[src/rtl/uart_rx.sv]
// uart_rx: 8N1 serial receiver with a 2-FF input synchroniser, a bit-centre timer
// and a small byte FIFO with a valid/ready pop interface.
// Optional 8E1 framing is enabled by defining UART_RX_PARITY_EN.
module uart_rx #(
    parameter int unsigned CLK_HZ = 6000000,
    parameter int unsigned BAUD   = 115200,
    parameter int unsigned DEPTH  = 4
) (
    input  logic       clk,
    input  logic       rst,
    input  logic       rx,
    output logic [7:0] rx_data,
    output logic       rx_valid,
    input  logic       rx_ready,
    output logic       frame_err,
    output logic       overrun,
    output logic       parity_err
);

    localparam int unsigned DIV = (CLK_HZ + BAUD / 2) / BAUD;
    localparam int unsigned TW  = $clog2(DIV);
    localparam int unsigned AW  = $clog2(DEPTH);
    localparam logic [TW-1:0] T_HALF = TW'(DIV / 2 - 1);
    localparam logic [TW-1:0] T_FULL = TW'(DIV - 1);

    typedef enum logic [2:0] {
        S_IDLE, S_START, S_DATA, S_PARITY, S_STOP, S_BREAK
    } state_t;

    logic          rx_s1_q, rx_s2_q;
    state_t        state_q, state_d;
    logic [TW-1:0] timer_q, timer_d;
    logic [2:0]    bit_idx_q, bit_idx_d;
    logic [7:0]    shift_q, shift_d;
    logic          frame_err_q, frame_err_d;
    logic          overrun_q, overrun_d;
    logic [7:0]    mem_q [DEPTH];
    logic [7:0]    mem_d [DEPTH];
    logic [AW:0]   wr_ptr_q, wr_ptr_d;
    logic [AW:0]   rd_ptr_q, rd_ptr_d;
    logic          rxs, tick, push, pop, full, empty, push_ok;
`ifdef UART_RX_PARITY_EN
    logic          par_bad_q, par_bad_d;
    logic          parity_err_q, parity_err_d;
`endif

    assign rxs   = rx_s2_q;
    assign tick  = (timer_q == '0);
    assign empty = (wr_ptr_q == rd_ptr_q);
    assign full  = (wr_ptr_q[AW] != rd_ptr_q[AW]) && (wr_ptr_q[AW-1:0] == rd_ptr_q[AW-1:0]);

    // Receive FSM: next state, bit timer, shift register and error pulses.
    always_comb begin
        state_d     = state_q;
        timer_d     = tick ? timer_q : timer_q - 1'b1;
        bit_idx_d   = bit_idx_q;
        shift_d     = shift_q;
        push        = 1'b0;
        frame_err_d = 1'b0;
`ifdef UART_RX_PARITY_EN
        par_bad_d    = par_bad_q;
        parity_err_d = 1'b0;
`endif
        case (state_q)
            S_IDLE: begin
                if (!rxs) begin
                    state_d = S_START;
                    timer_d = T_HALF;
                end
            end
            S_START: begin
                if (tick) begin
                    if (rxs) begin
                        state_d = S_IDLE;
                    end else begin
                        state_d   = S_DATA;
                        timer_d   = T_FULL;
                        bit_idx_d = '0;
                    end
                end
            end
            S_DATA: begin
                if (tick) begin
                    shift_d = {rxs, shift_q[7:1]};
                    timer_d = T_FULL;
                    if (bit_idx_q == 3'd7) begin
`ifdef UART_RX_PARITY_EN
                        state_d = S_PARITY;
`else
                        state_d = S_STOP;
`endif
                    end else begin
                        bit_idx_d = bit_idx_q + 3'd1;
                    end
                end
            end
`ifdef UART_RX_PARITY_EN
            S_PARITY: begin
                if (tick) begin
                    par_bad_d    = (rxs != ^shift_q);
                    parity_err_d = (rxs != ^shift_q);
                    timer_d      = T_FULL;
                    state_d      = S_STOP;
                end
            end
`endif
            S_STOP: begin
                if (tick) begin
                    if (rxs) begin
`ifdef UART_RX_PARITY_EN
                        push = !par_bad_q;
`else
                        push = 1'b1;
`endif
                        state_d = S_IDLE;
                    end else begin
                        frame_err_d = 1'b1;
                        state_d     = S_BREAK;
                    end
                end
            end
            S_BREAK: begin
                if (rxs) begin
                    state_d = S_IDLE;
                end
            end
            default: state_d = S_IDLE;
        endcase
    end

    // FIFO: a pop in the same cycle frees the slot a push into a full FIFO needs.
    always_comb begin
        mem_d     = mem_q;
        wr_ptr_d  = wr_ptr_q;
        rd_ptr_d  = rd_ptr_q;
        pop       = !empty && rx_ready;
        push_ok   = push && (!full || pop);
        overrun_d = push && full && !pop;
        if (push_ok) begin
            mem_d[wr_ptr_q[AW-1:0]] = shift_q;
            wr_ptr_d                = wr_ptr_q + 1'b1;
        end
        if (pop) begin
            rd_ptr_d = rd_ptr_q + 1'b1;
        end
    end

    // State registers with synchronous reset; synchroniser resets to idle-high.
    always_ff @(posedge clk) begin
        if (rst) begin
            rx_s1_q     <= 1'b1;
            rx_s2_q     <= 1'b1;
            state_q     <= S_IDLE;
            timer_q     <= '0;
            bit_idx_q   <= '0;
            shift_q     <= '0;
            frame_err_q <= 1'b0;
            overrun_q   <= 1'b0;
            mem_q       <= '{default: '0};
            wr_ptr_q    <= '0;
            rd_ptr_q    <= '0;
`ifdef UART_RX_PARITY_EN
            par_bad_q    <= 1'b0;
            parity_err_q <= 1'b0;
`endif
        end else begin
            rx_s1_q     <= rx;
            rx_s2_q     <= rx_s1_q;
            state_q     <= state_d;
            timer_q     <= timer_d;
            bit_idx_q   <= bit_idx_d;
            shift_q     <= shift_d;
            frame_err_q <= frame_err_d;
            overrun_q   <= overrun_d;
            mem_q       <= mem_d;
            wr_ptr_q    <= wr_ptr_d;
            rd_ptr_q    <= rd_ptr_d;
`ifdef UART_RX_PARITY_EN
            par_bad_q    <= par_bad_d;
            parity_err_q <= parity_err_d;
`endif
        end
    end

    assign rx_data   = mem_q[rd_ptr_q[AW-1:0]];
    assign rx_valid  = !empty;
    assign frame_err = frame_err_q;
    assign overrun   = overrun_q;
`ifdef UART_RX_PARITY_EN
    assign parity_err = parity_err_q;
`else
    assign parity_err = 1'b0;
`endif

endmodule

[config.mk]
export PLATFORM = sky130hd
export DESIGN_NAME = uart_rx
export DESIGN_NICKNAME = d
export VERILOG_FILES = /design/src/rtl/uart_rx.sv
export SDC_FILE = /design/constraint.sdc
export NUM_CORES = 1
export LEC_CHECK = 0
export BUFFER_PORTS_ARGS = -buffer_cell sky130_fd_sc_hd__clkbuf_2
export CAP_MARGIN = 40
export CORE_UTILIZATION = 30
export CTS_CLUSTER_SIZE = 16
export DETAILED_ROUTE_END_ITERATION = 8
export PLACE_DENSITY = 0.53
export SLEW_MARGIN = 20
export SYNTH_ARGS = -nofsm -noshare
export SYNTH_HDL_FRONTEND = slang
export SYNTH_SLANG_ARGS = --single-unit
[constraint.sdc]
create_clock -name clk -period 4 [get_ports clk]
set_clock_uncertainty 0.15 [all_clocks]
set_input_delay 0.4 -clock clk [delete_from_list [all_inputs] [get_ports clk]]
set_output_delay 0.4 -clock clk [all_outputs]
set_load 0.005 [all_outputs]
==> flow_metrics.py <==
metrics = {
    "yosys": {
        "synth.cells.most_frequent": "sky130_fd_sc_hd__dfxtp_1, sky130_fd_sc_hd__nand2b_1, sky130_fd_sc_hd__mux2i_1",
        "post_synth_num_cell_types": 53,
        "synth_area_per_cell_um2": 10.8,
        "ys_seq_area_share_pct": 41.3,
        "synth.net_count": 290,
        "postSynthCellCount": 277,
        "top_area_cells_in_the_synthesized_netlist": "sky130_fd_sc_hd__dfxtp_1, sky130_fd_sc_hd__mux2i_1, sky130_fd_sc_hd__nand2b_1",
        "async_reset_ff_share_pct": 0,
        "synth_enable_flop_cells": 0,
        "synth_ff_type": "sky130_fd_sc_hd__dfxtp_1",
        "yosysWarningCount": 0,
        "synth_top_cell_area_share_pct": 41.3,
        "yosys.area.top_type": "sky130_fd_sc_hd__dfxtp_1",
        "synth_most_common_cell": "sky130_fd_sc_hd__dfxtp_1",
        "netlist_area_um2": 3000,
        "synth.ff_latch_count": 62,
    },
    "setup_path": {
        "crit_slowest_cell": "sky130_fd_sc_hd__or4b_4",
        "critical_path.startpoint": "timer_q[0]$_SDFF_PP0_",
        "cp-start-kind": "flip-flop",
        "launch_instance_of_the_worst_register_to_register_path": "timer_q[0]$_SDFF_PP0_",
        "worst_ep_required_time_ns": 4.11,
        "critPathMostFrequentCell": "sky130_fd_sc_hd__ha_1",
        "criticalPathCategory": "reg2reg",
        "worst_path_largest_cell_delay_ns": 0.56,
        "cp_data_arrival_time_ns": 2.69,
        "critical_path.cell_chain": "inv_1 -> ha_1 -> or4b_4 -> nor2_8 -> inv_6 -> ha_1 -> nor2b_1 -> or3_1 -> a311oi_2",
        "endpoint_kind": "flip-flop",
        "worst-path-max-fanout": 10,
    },
    "clock_tree": {
        "cts.reportedPaths.clkPinSlew_ns": 0.07,
        "clk-insertion-delay-late_ns": 0.34,
        "cts_tree": "built",
        "cts.sink_count": 62,
        "cts_hold_buffers": 0,
        "max-clock-path-buffers": 2,
        "cts_resizes": 0,
        "buffer_cell_driving_the_clock_tree_root": "sky130_fd_sc_hd__clkbuf_8",
        "tritoncts.num_buffers": 9,
        "htreeDepth": 3,
        "cts_post_setup_buffers_inserted": 0,
    },
    "route": {
        "drc_errors": 0,
        "wl_per_cell_um": 13.5,
        "ant_nets": 0,
        "avgViaCountPerCell": 4.68,
        "wirelength_um": 5730,
        "via_count": 1995,
        "first_pass_iters": 4,
        "drt-initial-drc-count": 56,
    },
    "timing": {
        "report.final.slew_viol_count": 0,
        "setup_viol": 0,
        "rsz0062_at_grt": "no",
        "setup_tns_ns": 0,
        "finalWorstPathRequiredPeriod_ns": 2.58,
        "worst_pin_slew_ns": 0.665,
        "max-slew-margin-rel_pct": 55.6,
        "finalCritPeriodShare_pct": 64.5,
        "fmax_mhz": 388,
        "final-hold-violation-count": 0,
        "fin_hold_ws_ns": 0.0863,
    },
    "floorplan": {
        "core_region_area_um2": 9730,
        "die_h_um": 102,
        "fp.dieW_um": 102,
        "die_area_um2": 10400,
        "top_level_ports": 16,
        "row_count": 36,
        "start_util_pct": 30.9,
    },
    "finish": {
        "antenna-diode-count": 0,
        "final_core_util_pct": 34.6,
        "final_layout_size_suffix_gt1_share_pct": 19.8,
        "final_cell_count_no_fill": 426,
        "num-nets-final": 301,
        "synthToLayoutAreaGrowth_pct": 12.2,
    },
    "global_routing": {
        "antenna_found_initial": 0,
        "global_route_wire_length_before_repair_um": 9540,
        "vias_in_the_first_global_route": 1877,
        "grt_usage_pct": 12.0,
        "grt_start_max_net_pins": 47,
        "grt_remaining_overflow": 0,
    },
    "run_status": {
        "run_status": "finished clean",
    },
    "placement": {
        "io_buffers": 14,
        "placedCellCount": 410,
        "placed_wire_length_estimate_um": 3730,
        "finalWeightedCongestion": 0.765,
    },
    "worst_hold_path": {
        "holdCritStartpoint": "rx",
        "worst_hold_path_type": "in2reg",
    },
    "power": {
        "power_density_nw_per_um2": 438,
        "vdd.ir_drop.worst_uv": 267,
        "total_leakage_power_uw": 0.00133,
    },
    "flow_run": {
        "drv.max_cap_violation_count": 0,
    },
}
## layout make-up
type / instances / area, um^2
clock buffer: 9 / 124
tap: 133 / 166
multi-input combinational: 192 / 1640
clock inverter: 7 / 73.8
inverter: 6 / 27.5
fill: 1001 / 6360
timing repair buffer: 17 / 92.6
sequential: 62 / 1240
## registers in the layout, indices dropped and copies added (netlist names)
name	cells
frame_err	1
rx_s1_q	1
overrun	1
shift_q	8
bit_idx_q	3
mem_q	32
timer_q	6
rx_s2_q	1
rd_ptr_q	3
state_q	3
wr_ptr_q	3
## power by group
| part | switching (uW) | total [uW] | leakage, uW | internal, uW |
|---|---|---|---|---|
| Combinational | 138 | 246 | 0.000734 | 108 |
| Sequential | 37.4 | 678 | 0.000501 | 641 |
| Clock | 262 | 552 | 0.0000996 | 289 |
## cells by family after synthesis
| group | synth area share (%) |
|---|---|
| other cells | 0.125 |
| mux | 20.1 |
| compound gates | 7.08 |
| flops | 41.3 |
| xor+xnor | 2.04 |
| simple gates | 21.4 |
| fa+ha+maj | 3.75 |
| buf+inv | 4.17 |
## cell usage in the layout, fill, tap and decap left out, types with 2 or more instances in the layout
cell,synthesis,final
sky130_fd_sc_hd__or2_2,2,2
sky130_fd_sc_hd__nor2_1,10,10
sky130_fd_sc_hd__a21oi_1,9,9
sky130_fd_sc_hd__xor2_1,6,6
sky130_fd_sc_hd__clkbuf_8,0,9
sky130_fd_sc_hd__nor2b_1,2,2
sky130_fd_sc_hd__nor3_1,5,5
sky130_fd_sc_hd__o21ai_0,5,5
sky130_fd_sc_hd__nor4_1,4,3
sky130_fd_sc_hd__nand3b_1,2,2
sky130_fd_sc_hd__or3_1,3,3
sky130_fd_sc_hd__clkinv_4,0,2
sky130_fd_sc_hd__ha_1,9,9
sky130_fd_sc_hd__clkinv_2,0,2
sky130_fd_sc_hd__o21a_1,2,2
sky130_fd_sc_hd__dfxtp_1,62,62
sky130_fd_sc_hd__a21o_1,2,2
sky130_fd_sc_hd__nand3_1,3,3
sky130_fd_sc_hd__inv_1,5,5
sky130_fd_sc_hd__mux4_2,8,8
sky130_fd_sc_hd__a22o_1,2,2
sky130_fd_sc_hd__nand2b_1,43,43
sky130_fd_sc_hd__a31oi_1,2,2
sky130_fd_sc_hd__nor3b_1,3,3
sky130_fd_sc_hd__nand2_1,3,3
sky130_fd_sc_hd__nor3b_4,2,2
sky130_fd_sc_hd__mux2i_1,40,40
sky130_fd_sc_hd__buf_4,3,3
sky130_fd_sc_hd__clkbuf_2,0,14
sky130_fd_sc_hd__inv_6,1,2
## per-stage QoR
| step | instance area, um^2 | setup slack, ns | power [uW] |
|---|---|---|---|
| final | 3370 | 1.42 | 1480 |
| after global routing | 3370 | 1.24 | 1560 |
| after CTS | 3370 | 1.42 | 1490 |
| after detailed placement | 3170 | 1.43 | 938 |
| after global placement | 3170 | 1.48 | 936 |
| after floorplan | 3000 | 1.57 | 894 |
## worst max-delay path: cells and delay by family (launching register included)
family	cells	cell delay, ns
compound gates	1	0.22
fa+ha+maj	2	0.51
buf+inv	2	0.14
flops	1	0.35
simple gates	4	1.13
## routing by layer
metal,vias up,wire length (um),GRT usage [%]
met5,-,0,0
met4,0,131,5.38
met3,13,150,3.21
met2,21,2680,18.5
met1,950,2770,15.5
li1,1011,-,-
## worst paths after layout
check,to,slack (ns),cells after the start
min,rx_s1_q$_SDFF_PP1_,0.09,2
max reg2reg,timer_q[0]$_SDFF_PP0_,1.42,9
max,timer_q[0]$_SDFF_PP0_,1.42,9
min reg2reg,rx_s2_q$_SDFF_PP1_,0.28,1
Power figures use the tool's default switching activity.
